## config.mk

```make
export PLATFORM = sky130hd
export DESIGN_NAME = fifo_fwft_flat
export DESIGN_NICKNAME = d
export VERILOG_FILES = /design/src/rtl/fifo_fwft_if.sv /design/src/rtl/fifo_fwft.sv /design/src/flat_wrapper.sv
export SDC_FILE = /design/constraint.sdc
export NUM_CORES = 1
export LEC_CHECK = 0
export BUFFER_PORTS_ARGS = -buffer_cell sky130_fd_sc_hd__buf_2
export CELL_PAD_IN_SITES_DETAIL_PLACEMENT = 0
export CELL_PAD_IN_SITES_GLOBAL_PLACEMENT = 2
export CORE_MARGIN = 2
export CORE_UTILIZATION = 50
export CTS_CLUSTER_DIAMETER = 40
export DETAILED_ROUTE_END_ITERATION = 8
export PLACE_DENSITY_LB_ADDON = 0.1
export REMOVE_ABC_BUFFERS = 1
export SETUP_SLACK_MARGIN = 0.05
export SLEW_MARGIN = 20
export SYNTH_ARGS = -nofsm -noshare
export SYNTH_HDL_FRONTEND = slang
export SYNTH_SLANG_ARGS = --single-unit
```

## constraint.sdc

```tcl
create_clock -name clk -period 24.4 [get_ports clk]
set_input_delay 2.44 -clock clk [delete_from_list [all_inputs] [get_ports clk]]
set_output_delay 2.44 -clock clk [all_outputs]
set_load 0.02 [all_outputs]
```

## src/rtl/fifo_fwft_if.sv

```systemverilog
// rtl/fifo_fwft_if.sv - Handshake and status bundle between a FIFO user and fifo_fwft.
interface fifo_fwft_if #(
    parameter int DATA_WIDTH = 128,
    parameter int DEPTH      = 8
);
    localparam int CW = $clog2(DEPTH + 1);

    logic                  wr;
    logic                  rd;
    logic [DATA_WIDTH-1:0] data;
    logic [DATA_WIDTH-1:0] q;
    logic                  full;
    logic                  almost_full;
    logic                  mty;
    logic                  almost_mty;
    logic [CW-1:0]         count;
    logic                  overflow;
    logic                  underflow;

    modport master (
        output wr, rd, data,
        input  q, full, almost_full, mty, almost_mty, count, overflow, underflow
    );

    modport slave (
        input  wr, rd, data,
        output q, full, almost_full, mty, almost_mty, count, overflow, underflow
    );
endinterface

```

## src/rtl/fifo_fwft.sv

```systemverilog
// rtl/fifo_fwft.sv - Synchronous FIFO with registered-read or first-word-fall-through output.
module fifo_fwft #(
    parameter int DATA_WIDTH  = 128,
    parameter int DEPTH       = 8,
    parameter int ALMOST_MTY  = 1,
    parameter int ALMOST_FULL = 1,
    parameter int FWFT        = 0
) (
    input  logic          clk,
    input  logic          arst,
    input  logic          srst,
    fifo_fwft_if.slave    bus
);
    localparam int AW = $clog2(DEPTH);
    localparam int CW = $clog2(DEPTH + 1);
    localparam logic [CW-1:0] DEPTH_C = CW'(DEPTH);
    localparam logic [CW-1:0] AF_LVL  = CW'(DEPTH - ALMOST_FULL);
    localparam logic [CW-1:0] AE_LVL  = CW'(ALMOST_MTY);

    logic [DATA_WIDTH-1:0] mem [DEPTH];
    logic [AW-1:0]         wr_ptr;
    logic [AW-1:0]         rd_ptr;
    logic [CW-1:0]         count_r;
    logic [CW-1:0]         count_nx;
    logic [DATA_WIDTH-1:0] q_r;
    logic                  full_r;
    logic                  mty_r;
    logic                  afull_r;
    logic                  amty_r;
    logic                  ovf_r;
    logic                  udf_r;
    logic                  wr_ok;
    logic                  rd_ok;

    // Acceptance looks only at the registered flags, so a full FIFO still takes a read
    // while refusing a simultaneous write, and an empty one the reverse.
    always_comb begin
        wr_ok    = bus.wr & ~full_r;
        rd_ok    = bus.rd & ~mty_r;
        count_nx = count_r;
        if (wr_ok && !rd_ok) begin
            count_nx = count_r + CW'(1);
        end else if (rd_ok && !wr_ok) begin
            count_nx = count_r - CW'(1);
        end
    end

    always_ff @(posedge clk or posedge arst) begin
        if (arst) begin
            wr_ptr  <= '0;
            rd_ptr  <= '0;
            count_r <= '0;
            q_r     <= '0;
            full_r  <= 1'b0;
            mty_r   <= 1'b1;
            afull_r <= 1'b0;
            amty_r  <= 1'b1;
            ovf_r   <= 1'b0;
            udf_r   <= 1'b0;
        end else if (srst) begin
            wr_ptr  <= '0;
            rd_ptr  <= '0;
            count_r <= '0;
            q_r     <= '0;
            full_r  <= 1'b0;
            mty_r   <= 1'b1;
            afull_r <= 1'b0;
            amty_r  <= 1'b1;
            ovf_r   <= 1'b0;
            udf_r   <= 1'b0;
        end else begin
            if (wr_ok) begin
                wr_ptr <= wr_ptr + AW'(1);
            end
            if (rd_ok) begin
                rd_ptr <= rd_ptr + AW'(1);
                q_r    <= mem[rd_ptr];
            end
            count_r <= count_nx;
            full_r  <= (count_nx == DEPTH_C);
            mty_r   <= (count_nx == '0);
            afull_r <= (count_nx >= AF_LVL);
            amty_r  <= (count_nx <= AE_LVL);
            ovf_r   <= bus.wr & full_r;
            udf_r   <= bus.rd & mty_r;
        end
    end

    // Storage has no reset; a reset edge must still not commit a pending write.
    always_ff @(posedge clk) begin
        if (wr_ok && !srst && !arst) begin
            mem[wr_ptr] <= bus.data;
        end
    end

    // In fall-through mode the head word is shown directly; zero while empty keeps q at
    // its reset value during and right after reset.
    assign bus.q           = (FWFT != 0) ? (mty_r ? '0 : mem[rd_ptr]) : q_r;
    assign bus.count       = count_r;
    assign bus.full        = full_r;
    assign bus.mty         = mty_r;
    assign bus.almost_full = afull_r;
    assign bus.almost_mty  = amty_r;
    assign bus.overflow    = ovf_r;
    assign bus.underflow   = udf_r;
endmodule
```

## src/flat_wrapper.sv

```systemverilog
// flat-port wrapper written by rule: the top's interface ports become plain ports
module fifo_fwft_flat 
#(
    parameter int DATA_WIDTH  = 128,
    parameter int DEPTH       = 8,
    parameter int ALMOST_MTY  = 1,
    parameter int ALMOST_FULL = 1,
    parameter int FWFT        = 0
)
  (clk, arst, srst, bus_wr, bus_rd, bus_data, bus_q, bus_full, bus_almost_full, bus_mty, bus_almost_mty, bus_count, bus_overflow, bus_underflow);
  fifo_fwft_if #(.DATA_WIDTH(DATA_WIDTH), .DEPTH(DEPTH)) bus_i ();
  input  logic clk;
  input  logic arst;
  input  logic srst;
  input wire logic [$bits(bus_i.wr)-1:0] bus_wr;
  input wire logic [$bits(bus_i.rd)-1:0] bus_rd;
  input wire logic [$bits(bus_i.data)-1:0] bus_data;
  output wire logic [$bits(bus_i.q)-1:0] bus_q;
  output wire logic [$bits(bus_i.full)-1:0] bus_full;
  output wire logic [$bits(bus_i.almost_full)-1:0] bus_almost_full;
  output wire logic [$bits(bus_i.mty)-1:0] bus_mty;
  output wire logic [$bits(bus_i.almost_mty)-1:0] bus_almost_mty;
  output wire logic [$bits(bus_i.count)-1:0] bus_count;
  output wire logic [$bits(bus_i.overflow)-1:0] bus_overflow;
  output wire logic [$bits(bus_i.underflow)-1:0] bus_underflow;
  assign bus_i.wr = bus_wr;
  assign bus_i.rd = bus_rd;
  assign bus_i.data = bus_data;
  assign bus_q = bus_i.q;
  assign bus_full = bus_i.full;
  assign bus_almost_full = bus_i.almost_full;
  assign bus_mty = bus_i.mty;
  assign bus_almost_mty = bus_i.almost_mty;
  assign bus_count = bus_i.count;
  assign bus_overflow = bus_i.overflow;
  assign bus_underflow = bus_i.underflow;
  fifo_fwft #(.DATA_WIDTH(DATA_WIDTH), .DEPTH(DEPTH), .ALMOST_MTY(ALMOST_MTY), .ALMOST_FULL(ALMOST_FULL), .FWFT(FWFT)) u_core (.clk(clk), .arst(arst), .srst(srst), .bus(bus_i));
endmodule
```

==> results of run 1 <==
## report_power, final
group / internal (mW) / switching (mW) / leakage, nW
Clock: 1.37 / 0.818 / 2.45
Sequential: 2.24 / 0.0507 / 11.2
Combinational: 0.258 / 0.318 / 3.50
## routing by layer
metal / vias up / track usage [%]
met5: - / 0
met4: 14 / 5.23
met1: 10762 / 29.8
met3: 144 / 4.57
li1: 8895 / -
met2: 559 / 33.0
## sequential cells by signal, summed over array words and instances (netlist names), 3 cells and up
register and count:
u_core.rd_ptr 3, u_core.bus.count 4, u_core.mem 1024, u_core.bus.q 128, u_core.wr_ptr 3
## worst max-delay path: cells and delay by family
family | cells | cell delay, ns
simple gates | 3 | 1.87
buf+inv | 3 | 1.82
## through the flow
step	hold WS, ns	setup slack [ns]	utilization, %	power, mW
6_report	0.478	18.47	59.1	5.06
5_1_grt	0.503	18.15	59.1	5.25
4_1_cts	0.482	18.43	59.1	5.12
3_5_place_dp	0.470	17.66	53.2	2.92
3_3_place_gp	0.464	17.67	53.2	2.91
2_1_floorplan	0.548	11.78	-	2.86
## path summary, 6_finish.rpt
path | from | endpoint | slack (ns) | cells past startpoint
min in group asynchronous | arst | u_core.rd_ptr[0] | 1.78 | 2
worst max-delay path | bus_wr | u_core.mem[2][0] | 18.47 | 6
max in group asynchronous | arst | u_core.bus.q[44] | 21.49 | 3
worst max register to register | u_core.bus.full | u_core.mem[2][0] | 19.92 | 5
worst min register to register | u_core.bus.q[79] | u_core.bus.q[79] | 0.48 | 2
worst min-delay path | u_core.bus.q[79] | u_core.bus.q[79] | 0.48 | 2
## logic make-up after synthesis
group	after synthesis
DFF	1168
muxes	385
and+or+nand+nor	180
AOI/OAI and AO/OA	144
buffers and inverters	109
xor gates and xnor gates	6
adders and majority gates	4
## cell usage after synthesis (all sizes together), types with 3 or more instances
master | instances | area, um^2
nand2b | 4 | 25.0
o21ai | 130 | 654
clkbuf | 29 | 109
mux2i | 128 | 1280
nor2 | 17 | 66.3
a21o | 3 | 22.5
buf | 76 | 593
inv | 4 | 15.0
xnor2 | 4 | 35.0
nor3 | 6 | 30.0
ha | 4 | 50.1
mux4 | 256 | 5770
nand2 | 139 | 522
dfrtp | 142 | 3550
a21oi | 5 | 28.8
nand3 | 6 | 30.0
nor2b | 3 | 18.8
edfxtp | 1024 | 30700
## final cells by class
| cell class | count | area, um^2 |
|---|---|---|
| Tap cell | 1155 | 1450 |
| Inverter | 4 | 20.0 |
| Antenna cell | 4 | 10.0 |
| Multi-Input combinational cell | 719 | 8710 |
| Sequential cell | 1168 | 34400 |
| Fill cell | 6364 | 35500 |
| Timing Repair Buffer | 306 | 1700 |
| Clock buffer | 178 | 3970 |
| Clock inverter | 90 | 1070 |
==> flow_summary.ini, run 1 <==
[die]
initial_utilization_pct = 50.4
ios = 271
die-width_um = 300
core_area_um2 = 86800
die_area_um2 = 89800
rows = 108
die_h_um = 300

[pwr]
ir_drop_v = 0.0000703
power_density_nw_per_um2 = 98.6
power_leakage_nw = 17.1

[cells_and_area]
mostFrequentLayoutCells = edfxtp_1 (1024), buf_2 (270), mux4_2 (256)
area_growth_pct = 17.3
layout_commonest_cell = edfxtp_1
layout-drive-gt1-share_pct = 33.3
fin_nets = 2483
stdcell_count = 3624
final_area_um2 = 51300

[sta]
hold_violations = 0
fmax_mhz = 169
slew_headroom_pct = 28.5
tightest_slew_ns = 1.07
min_period_over_period_pct = 24.3
fin_crit_ns = 5.93
finClkSkew_ns = 0.0206
tns_ns = 0
grt_setup_unrepaired = no
final_max_slew_viol_count = 0
finalSetupViolations = 0

[detailed_routing]
num_vias = 20374
drc = 0
drtIter0Drc = 1485
avgViaCountPerCell = 5.62
wirelength_um = 91600
drtAntennaViolNets = 0
wl_met3_um = 5570
dr.pass1.iters = 5
wl_per_cell_um = 25.3
top_layer = met5
wl_met1_um = 39600
wl_met2_um = 44900

[logic_synthesis]
yosysUniqueCellTypes = 39
netlist_area_um2 = 43700
yosysSeqAreaShare_pct = 78.6
synth_compound_area_share_pct = 1.71
synth.mux.area_fraction_pct = 16.1
synth_top_family_by_area = multiplexers
synth_fa_ha_area_share_pct = 0.114
async_reset_ff_share_pct = 12.3
synth_xor_area_share_pct = 0.120
synth_edf_count = 1024
ys.warnings.count = 0
syn_area_per_cell_um2 = 21.9
synth-main-ff-cell = edfxtp_1
ys_seq_elements = 1168
synth-simple-area-share_pct = 1.70
syn_inst = 1996

[global_route]
grt_max_degree = 141
grt_pass1_vias = 21315
gr-total-overflow = 0
gr-usage-all-layers_pct = 20.8
antenna_found_initial = 26
grt_pass1_wl_um = 137000

[worst_hold_path]
hp-class = reg -> reg

[clocking]
cts_tree = yes
clockBufferDepth = 3
postCtsSetupRepairBufs = 0
hold_buffers = 0
cts-root-buf = clkbuf_16
post_cts_resized = 0
clock_sinks = 1168
cts_buffers = 147
clkSlewWorstSetupHoldPaths_ns = 0.05
insertion_delay_ns = 0.71
cts_max_level = 4

[critical_path]
critPathRequiredTime_ns = 24.73
slowest_stage = buf_4
crit_path_frequent_cell = buf_4
crit_fanout = 58
worst_setup_path_end_kind = flop
worst_setup_path_start_kind = input pin
crit_chain = buf_2 -> nor2b_1 -> nand3b_1 -> nor2_4 -> buf_4 -> buf_4
max_stage_delay_ns = 0.94
arrival_ns = 6.26
critPathKind = in -> reg

[flow_run]
maxCapViolCount = 0

[placement]
placed_area_um2 = 46200
gp_congestion = 0.745
placed_cells = 3350
portBuffers = 270
dp_hpwl_um = 50500

[outcome]
status = finished, final reports clean
(Power assumes the default switching activity.)
==> run 2: changes to the inputs <==
Settings changed: CORE_UTILIZATION 50 to 43.
Clock period 24.4 ns to 4.94 ns, I/O delays scaled along.
==> flow_summary.ini, run 2 (synthesis gave the netlist of run 1 again) <==
[sta]
fin_crit_ns = 2.76
tightest_slew_ns = 1.07
slew_headroom_pct = 28.9
hold_violations = 0
grt_setup_unrepaired = no
min_period_over_period_pct = 55.9
finalSetupViolations = 0
final_max_slew_viol_count = 0
fmax_mhz = 362
finClkSkew_ns = 0.0184
layout_setup_ws_ns = 2.18
tns_ns = 0

[die]
die-width_um = 323
die_h_um = 323
ios = 271
die_area_um2 = 104000
core_area_um2 = 100000
initial_utilization_pct = 43.5
rows = 116

[critical_path]
cp_top_family = simple AND/OR/NAND/NOR gates
critPathKind = in -> reg
worst_setup_path_start_kind = input pin
arrival_ns = 3.15
worst_setup_path_end_kind = flop
reg2reg_depth = 5
critPathRequiredTime_ns = 5.33
slowest_stage = nor2_4
crit_fanout = 37
crit_chain = dlygate4sd3_1 -> buf_2 -> nor2b_1 -> buf_4 -> nand3_1 -> nor2_4 -> buf_12
max_stage_delay_ns = 0.91
critPathBufInv = 4
cp.depth = 7

[global_route]
antenna_found_initial = 11
grt_max_degree = 104
grt_pass1_vias = 22507
grt_pass1_wl_um = 146000
gr-usage-all-layers_pct = 19.3
gr-total-overflow = 0

[detailed_routing]
top_layer = met5
drc = 0
avgViaCountPerCell = 5.31
drtIter0Drc = 1416
wl_per_cell_um = 24.8
wl_met1_um = 42800
drtAntennaViolNets = 0
num_vias = 20913
wl_met3_um = 4460
wl_met2_um = 48900
dr.pass1.iters = 5
wirelength_um = 97900

[cells_and_area]
stdcell_count = 3942
layout_commonest_cell = edfxtp_1
fin_nets = 2585
seqCellArea_um2 = 34400
mostFrequentLayoutCells = edfxtp_1 (1024), buf_2 (270), mux4_2 (256)
n_fill_cell = 8007
layout-drive-gt1-share_pct = 33.0
area_growth_pct = 21.2
regMostFlops = u_core.mem
largest_register_ffs = 1024
multi_input_area_um2 = 8710

[clocking]
post_cts_resized = 0
clock_sinks = 1168
cts_buffers = 155
cts_max_level = 4
cts-root-buf = clkbuf_16
clockBufferDepth = 3
cts_tree = yes
clkSlewWorstSetupHoldPaths_ns = 0.05
insertion_delay_ns = 0.73

[worst_hold_path]
whs_path_depth = 1
hp-class = in -> reg

[placement]
portBuffers = 270
placed_cells = 3569
dp_hpwl_um = 53400
dp_slack_ns = 1.93
gp_congestion = 0.708

[flow_run]
maxCapViolCount = 0

[pwr]
total_power_mw = 25.6
ir_drop_v = 0.000273
power_density_nw_per_um2 = 482
power_leakage_nw = 17.7

[outcome]
status = finished, final reports clean
==> run 2: cell count changes in the layout (fill, tap and decap cells not counted), sizes merged <==
cell | before | now
dlygate4sd3 | 0 | 78
clkbuf | 178 | 197
buf | 306 | 322
clkinvlp | 11 | 14
clkinv | 43 | 45
inv | 21 | 19
==> run 2: final cells by class <==
class                      instances  area share, %
sequential                      1168           64.9
multi-input combinational        719           16.4
inverter                           4         0.0378
clock buffer                     197           8.05
tap                             1357           3.20
antenna                            4         0.0189
clock inverter                    93           2.04
timing repair buffer             400           5.35
==> run 2: routing by layer <==
metal / up-vias / track usage [%]
met2: 440 / 31.9
met4: 10 / 5.26
li1: 9111 / -
met1: 11211 / 26.4
met5: - / 0
met3: 141 / 3.59
==> run 2: final timing paths <==
path	slack [ns]	end	startpoint
max in group asynchronous	3.11	u_core.bus.count[0]	arst
min in group asynchronous	0.48	u_core.rd_ptr[0]	arst
worst max register to register	2.23	u_core.mem[5][34]	u_core.bus.full
worst min-delay path	0.06	u_core.mem[2][124]	bus_data[124]
worst min register to register	0.47	u_core.bus.q[108]	u_core.bus.q[108]
worst max-delay path	2.18	u_core.mem[5][34]	bus_wr
==> run 2: through the flow <==
step	area, um^2	util, %	hold WS [ns]
floorplan	43000	-	0.548
global placement	46800	46.6	0.461
detailed placement	46800	46.6	0.470
CTS	53000	52.7	0.000139
global route	53000	52.8	0.0296
finish	53000	52.8	0.0569
==> run 2: power by group <==
group          internal (mW)  switching, mW
combinational           1.34           1.58
clock                   7.15           4.15
sequential              11.1          0.273
==> run 2: timing repair <==
action | 4_1_cts | 5_1_grt
hold endpoints to repair | 613 | 0
hold buffers | 78 | 0
setup buffers | 0 | 0
